==> config.mk <==
export PLATFORM = sky130hd
export DESIGN_NAME = cpu_phase_sequencer
export DESIGN_NICKNAME = d
export VERILOG_FILES = /design/src/rtl/cpu_phase_sequencer.sv
export SDC_FILE = /design/constraint.sdc
export NUM_CORES = 1
export LEC_CHECK = 0
export ABC_AREA = 1
export CAP_MARGIN = 25
export CORE_MARGIN = 1.5
export CORE_UTILIZATION = 50
export CTS_CLUSTER_SIZE = 10
export DETAILED_ROUTE_END_ITERATION = 7
export PLACE_DENSITY_LB_ADDON = 0.15
export SLEW_MARGIN = 15
export SYNTH_ARGS = -nofsm -noshare
export SYNTH_HDL_FRONTEND = slang
export SYNTH_SLANG_ARGS = --single-unit
==> constraint.sdc <==
create_clock -name clk -period 1.85 [get_ports clk]
set_clock_uncertainty 0.1 [all_clocks]
set_input_delay 0.185 -clock clk [delete_from_list [all_inputs] [get_ports clk]]
set_output_delay 0.185 -clock clk [all_outputs]
set_load 0.005 [all_outputs]
==> src/rtl/cpu_phase_sequencer.sv <==
// cpu_phase_sequencer: phase/timing generator for the multi-cycle CPU with run/step/halt control
module cpu_phase_sequencer #(
   parameter int PHASE_W         = 3,
   parameter int PREDIV          = 1,
   parameter int CLK_BIT         = 1,
   parameter int PC_EN_PHASES    = 2,
   parameter int REG_WE_PHASE    = 6,
   parameter int DEBOUNCE_CYCLES = 16,
   parameter int COUNT_W         = 16
) (
   input  logic               clk,
   input  logic               rst_a,
   input  logic [1:0]         mode,
   input  logic               step_btn,
   output logic [PHASE_W-1:0] phase,
   output logic               cpu_clk,
   output logic               pc_en,
   output logic               reg_we,
   output logic               halted,
   output logic [COUNT_W-1:0] instr_count,
   output logic               step_seen
);
   localparam int PHASES = 2 ** PHASE_W;
   localparam int PRE_W  = PREDIV > 1 ? $clog2(PREDIV) : 1;
   localparam int DEB_W  = $clog2(DEBOUNCE_CYCLES);
   typedef enum logic {IDLE, RUN} state_t;
   state_t             state, state_n;
   logic [PRE_W-1:0]   pre, pre_n;
   logic [PHASE_W-1:0] phase_n;
   logic [COUNT_W-1:0] count_n;
   logic               tick, wrap, start;
   logic               sync1, sync2, stable, deb_done;
   logic [DEB_W-1:0]   deb_cnt;
   assign deb_done = (sync2 != stable) && (deb_cnt == DEB_W'(DEBOUNCE_CYCLES - 1));
   // synchronise the button and accept a level only after it has held for DEBOUNCE_CYCLES samples
   always_ff @(posedge clk or negedge rst_a) begin
      if (!rst_a) begin
         sync1     <= 1'b0;
         sync2     <= 1'b0;
         stable    <= 1'b0;
         deb_cnt   <= '0;
         step_seen <= 1'b0;
      end else begin
         sync1     <= step_btn;
         sync2     <= sync1;
         step_seen <= deb_done & sync2;
         stable    <= deb_done ? sync2 : stable;
         deb_cnt   <= (sync2 == stable || deb_done) ? '0 : deb_cnt + 1'b1;
      end
   end
   // next state: prescaled phase stepping, mode sampled only at the instruction boundary
   always_comb begin
      tick    = pre == PRE_W'(PREDIV - 1);
      wrap    = state == RUN && tick && phase == PHASE_W'(PHASES - 1);
      start   = mode == 2'b00 || (mode == 2'b01 && step_seen);
      state_n = state;
      pre_n   = '0;
      phase_n = '0;
      count_n = instr_count;
      if (state == IDLE) begin
         state_n = start ? RUN : IDLE;
      end else begin
         pre_n   = tick ? '0 : pre + 1'b1;
         phase_n = tick ? phase + 1'b1 : phase;
         count_n = wrap ? instr_count + 1'b1 : instr_count;
         state_n = wrap ? (mode == 2'b00 ? RUN : IDLE) : RUN;
      end
   end
   // state and outputs registered from next-state values so they are glitch-free and phase-aligned
   always_ff @(posedge clk or negedge rst_a) begin
      if (!rst_a) begin
         state       <= IDLE;
         pre         <= '0;
         phase       <= '0;
         instr_count <= '0;
         halted      <= 1'b1;
         cpu_clk     <= 1'b0;
         pc_en       <= 1'b0;
         reg_we      <= 1'b0;
      end else begin
         state       <= state_n;
         pre         <= pre_n;
         phase       <= phase_n;
         instr_count <= count_n;
         halted      <= state_n == IDLE;
         cpu_clk     <= state_n == RUN && phase_n[CLK_BIT];
         pc_en       <= state_n == RUN && {1'b0, phase_n} < (PHASE_W + 1)'(PC_EN_PHASES);
         reg_we      <= state_n == RUN && phase_n == PHASE_W'(REG_WE_PHASE);
      end
   end
endmodule

# After elaboration in Yosys (flattened, before gate mapping)
# Cells that the tools add are included.
# word_totals
latchBits,0
romBits,0
memories,0
wordCells,47
register_bits,33
ram_bits,0
# op_classes
multipliers,0
n_eq_ne,6
n_mux,9
n_lt_le_gt_ge,1
shift,0
addsub,4
n_bitwise,3
reduce_logical,11
div,0
# op_table
op,n
adder 16 x 1 -> 16 bit (second input constant),1
logical AND 1 bit,7
equality test 3 bit (second input constant),2
two-way mux 1 bit,6
two-way mux 3 bit,2
adder 4 x 1 -> 4 bit (second input constant),1
equality test 4 bit (second input constant),1
two-way mux 4 bit,1
adder 3 x 1 -> 3 bit (second input constant),1
< comparator 3 x 2 -> 1 bit (second input constant),1
equality test 2 x 1 -> 1 bit (second input constant),1
zero test 2 bit,1
logical OR 1 bit,2
inverter 1 bit,2
AND reduction 2 bit,1
adder 1 bit (second input constant),1
AND 1 bit,1
equality test 1 bit,1
!= test 1 bit,1

# Longest topological paths before layout
# logic_depth
ltp_word,6
mapped_depth,9

# Least setup slack after synthesis
# Ideal clock, no wire load.
# synth_path
path_kind,register to register
from,reg phase[0]
to,reg reg_we
required_ns,1.679
arrival_time_ns,1.301
stages_incl_launch_ff,10
slack_ns,0.377
path_buffers,0
cell_sequence,dfrtp_1 -> ha_1 -> ha_1 -> nand2_4 -> inv_2 -> o21ai_2 -> nand2_2 -> inv_1 -> nand2_1 -> nor2_1
# synth_via
elab_chain_len,5
elab_cells_between_ends,9
# synth_rtl
element,line,source
from (decl),15,"output logic [PHASE_W-1:0] phase,"
from (signal assigned),83,phase <= phase_n;
equality test 3 bit,54,wrap = state == RUN && tick && phase == PHASE_W'(PHASES - 1);
logical AND 1 bit,54,
two-way mux 1 bit,66,state_n = wrap ? (mode == 2'b00 ? RUN : IDLE) : RUN;
two-way mux 1 bit,60,if (state == IDLE) begin
net state_n,27,"state_t state, state_n;"
logical AND 1 bit,88,reg_we <= state_n == RUN && phase_n == PHASE_W'(REG_WE_PHASE);
to (signal assigned),88,
to (decl),18,"output logic reg_we,"
# The timed path passes the listed nets, and every way through them passes these cells.
# A chain may end at the register's enable or synchronous reset.

# Final worst setup path
# layout_path
from,reg halted
to,out halted
# layout_lines
element,line,source
from (decl),19,"output logic halted,"
from (signal assigned),76,halted <= 1'b1;
from (signal assigned),85,halted <= state_n == IDLE;
# No word-level cell between the ends.

==> impl_results.md <==
- Number of global-route vias before repair: 1079
- Highest-delay cell along the critical path: dfstp_2
- Effective utilization at floorplan: 0.525
- Critical path required time: roughly 1.6 ns
- Min Clock Period, post-route: 1.66 ns
- Fraction of post-synthesis cell area in the top cell type by area: 0.541
- Slew of the pin with the lowest slew margin: 0.385 ns
- Top cells by instance count after synthesis: 34 x nand2_1, 31 x dfrtp_1, 20 x inv_1
- Final routed wire length divided by cell count: 12.1 um
- Number of antenna violations at the first check in global routing: 0
- Main combinational cell family by area after synthesis: simple AND/OR/NAND/NOR gates
- Final setup violation count: 0
- Compound-cell area share of the yosys netlist: 0.0183
- Most instantiated library cell after synthesis: nand2_1
- Fin crit share: 0.898
- Gpl congestion: ~0.89
- Clock input transition at the sequential cells of the worst setup and hold paths: roughly 0.11 ns
- Crit path max-delay family: flip-flops
- WP data arrival: 1.38 ns
- Number of core rows: 19
- Total Negative Setup Slacks: 0 ns
- Global-route congestion overflow total: 0
- Max-slew violations: 0
- Cells traversed along the worst timing path: clkdlybuf4s50_1
- Mux share of post-synthesis cell area: 0
- Worst setup SP type: flip-flop
- YS warnings: 0
- GR Util All Layers: 0.189
- Synth cell types: 21
- Critical path's largest stage delay: between 0.5 and 0.6 ns
- Die Width: between 50 and 60 um
- Maximum capacitance violations: 0
- Number of flops mapped to enable cells by yosys: 0
- Number of nets in the finished design: roughly 190
- DRC violations left: 0
- Async SR Flop Fraction: 1.00
- Detailed router's first-iteration violation count: 33
- Area growth, synth to finish: 27.4%
- HPWL after detailed placement: ~2 mm
- Filler Cells Inserted: between 200 and 250
- TritonCTS clock tree: yes
- Post-CTS repair timing setup buffer count: 0
- Number of CTS-inserted buffers: 5
- Hold bufs inserted after CTS: 0
- Dominant synthesized flop cell: dfrtp_1
- Critical Path Fanout Max: 1
- Area leader, netlist: dfrtp_1
- Headroom to the max-slew limit: 0.744
- Synthesized netlist cell count: ~150
- Fin Hold WS: 0.139 ns
- Leakage component of the power: about 0.89 nW
- Max Clk Rate: about 600 MHz
- Total Routed Length: between 2 and 3 mm
- IR drop worst, VDD: about 1.1 mV
- Number of hold violations in the final report: 0
- Synthesized area per cell: ~9.8 um^2
- ANT nets after route: 0
- Number of antenna cells inserted: 0
- Max Root-Sink Buffers: 2
- Status: finished clean
- Number of buffer cells added on primary ports: 28
- Setup repair after global routing missed its margin: false
- Element type at the critical path end: primary output
- Worst-skew pair later-pin latency: around 0.34 ns
- Clock tree root driver cell: clkbuf_4
- Proportion of synthesized chip area in sequential cells: 0.559
- Combined buffer and inverter count along the critical path: 1
- XOR/XNOR share of the synthesized area: 0.0854
- Kind of critical path: flip-flop to primary output
- Adder-cell area share of the yosys netlist: 0.0349
- Share of cells above drive strength 1: 0.136
- Core Area: between 0.002 and 0.003 mm^2
- First-pass GRT wire length: around 4.6 mm
- Sinks on Clock Net: 32
- Total of cells resized after clock tree synthesis: 0
- Area contributors post-synth: dfrtp_1 54%, nand2_1 8.9%, inv_1 5.2%, xor2_1 4.9%, xnor2_1 3.7%
- DIE AREA: 0.00320 mm^2
- Number of top-level pins: 29
- Number of H-tree branching levels: 2
- Synth Area in Simple Gates: 0.248
- Post-synthesis net count: approximately 160
- Pin count of the biggest net entering global routing: 33
- Via total after detailed routing: ~1100
- Number of iterations in the first detailed-routing pass: 4
- FF+latch count, synth: 32
- Class of the tightest hold or removal check: primary input to async pin
- Number of vias per cell after detailed routing: ~4.9
- Total power density per cell area: approximately 1100 mW/mm^2
- Cell area after synthesis: around 0.0014 mm^2
- Die outline height: 56.6 um
==> cells by family (layout without fill, tap and decap cells) <==
family,Yosys count,in the layout
buffers and inverters,21,58
AND/OR/NAND/NOR,72,72
adder cells (fa/ha/maj),4,4
XOR/XNOR,14,14
flip-flops,32,32
AO/OA/AOI/OAI,4,4
==> metal layers <==
metal | global-route usage | routed length [um] | up-vias
met5 | 0 | 0 | -
met1 | 0.214 | 1080 | 503
li1 | - | - | 519
met3 | 0.0783 | 146 | 5
met2 | 0.316 | 1320 | 24
met4 | 0.0748 | 49 | 0
==> worst register-to-register path, stage by stage (launching register included) <==
cell and delay (ns):
dfrtp_1 0.42, ha_1 0.17, ha_1 0.18, nand2_4 0.10, inv_2 0.14, nand2_2 0.09, nor2_2 0.13, nand2_1 0.06
nand2_1 0.06, nand2_1 0.05
==> state kept, by name, summed over array words and instances, names as in the netlist <==
name	count
pc_en	1
phase	3
instr_count	16
sync1	1
state	1
deb_cnt	4
halted	1
stable	1
step_seen	1
reg_we	1
cpu_clk	1
sync2	1
==> per-stage QoR <==
step	utilization	power (mW)	instance area [um^2]	setup WS, ns	instances
after global placement	0.644	1.53	1760	0.334	207
after detailed placement	0.644	1.55	1760	0.278	207
after global routing	0.669	2.08	1830	0.105	215
after floorplan	-	1.22	1440	0.377	147
after CTS	0.669	1.98	1830	0.168	215
final	0.669	1.95	1830	0.188	215
==> placed cells by master (no fill, tap or decap), types with 2 or more instances in the layout <==
cell type	synthesis	routed
nand4_1	3	3
clkinvlp_4	0	2
nor2_1	13	13
nand3_1	5	5
o21ai_0	2	2
ha_1	4	4
dfrtp_1	31	31
clkdlybuf4s50_1	0	28
nand2_2	4	4
nor2_4	4	4
nor3_1	2	2
nor2_2	3	3
inv_1	20	20
nand2_1	34	34
nand3b_1	2	2
xor2_1	8	8
xnor2_1	6	6
clkbuf_4	0	5
==> final timing paths <==
path | from | to | slack, ns | cells past startpoint
setup / recovery | halted | halted | 0.19 | 1
min in group clk | step_btn | sync1 | 0.20 | 1
hold reg to reg | sync1 | sync2 | 0.26 | 0
hold / removal | rst_a | instr_count[12] | 0.14 | 2
max in group asynchronous | rst_a | halted | 1.20 | 2
setup reg to reg | phase[0] | instr_count[11] | 0.25 | 9
==> power breakdown <==
part / leakage, nW / total, mW / internal, mW / switching [mW]
sequential: 0.418 / 0.954 / 0.839 / 0.115
combinational: 0.441 / 0.573 / 0.309 / 0.265
clock: 0.0305 / 0.425 / 0.184 / 0.241
total: 0.889 / 1.95 / 1.33 / 0.620
==> area by class of cell <==
cell class | count | area, um^2 | share of cell area
Timing Repair Buffer | 29 | 288 | 0.157
Tap cell | 31 | 38.8 | 0.0212
Inverter | 21 | 78.8 | 0.0431
Multi-Input combinational cell | 94 | 554 | 0.303
Clock inverter | 2 | 15.0 | 0.00821
Clock buffer | 6 | 51.3 | 0.0281
Sequential cell | 32 | 802 | 0.439
No activity file was read; power rests on OpenSTA's default activity.
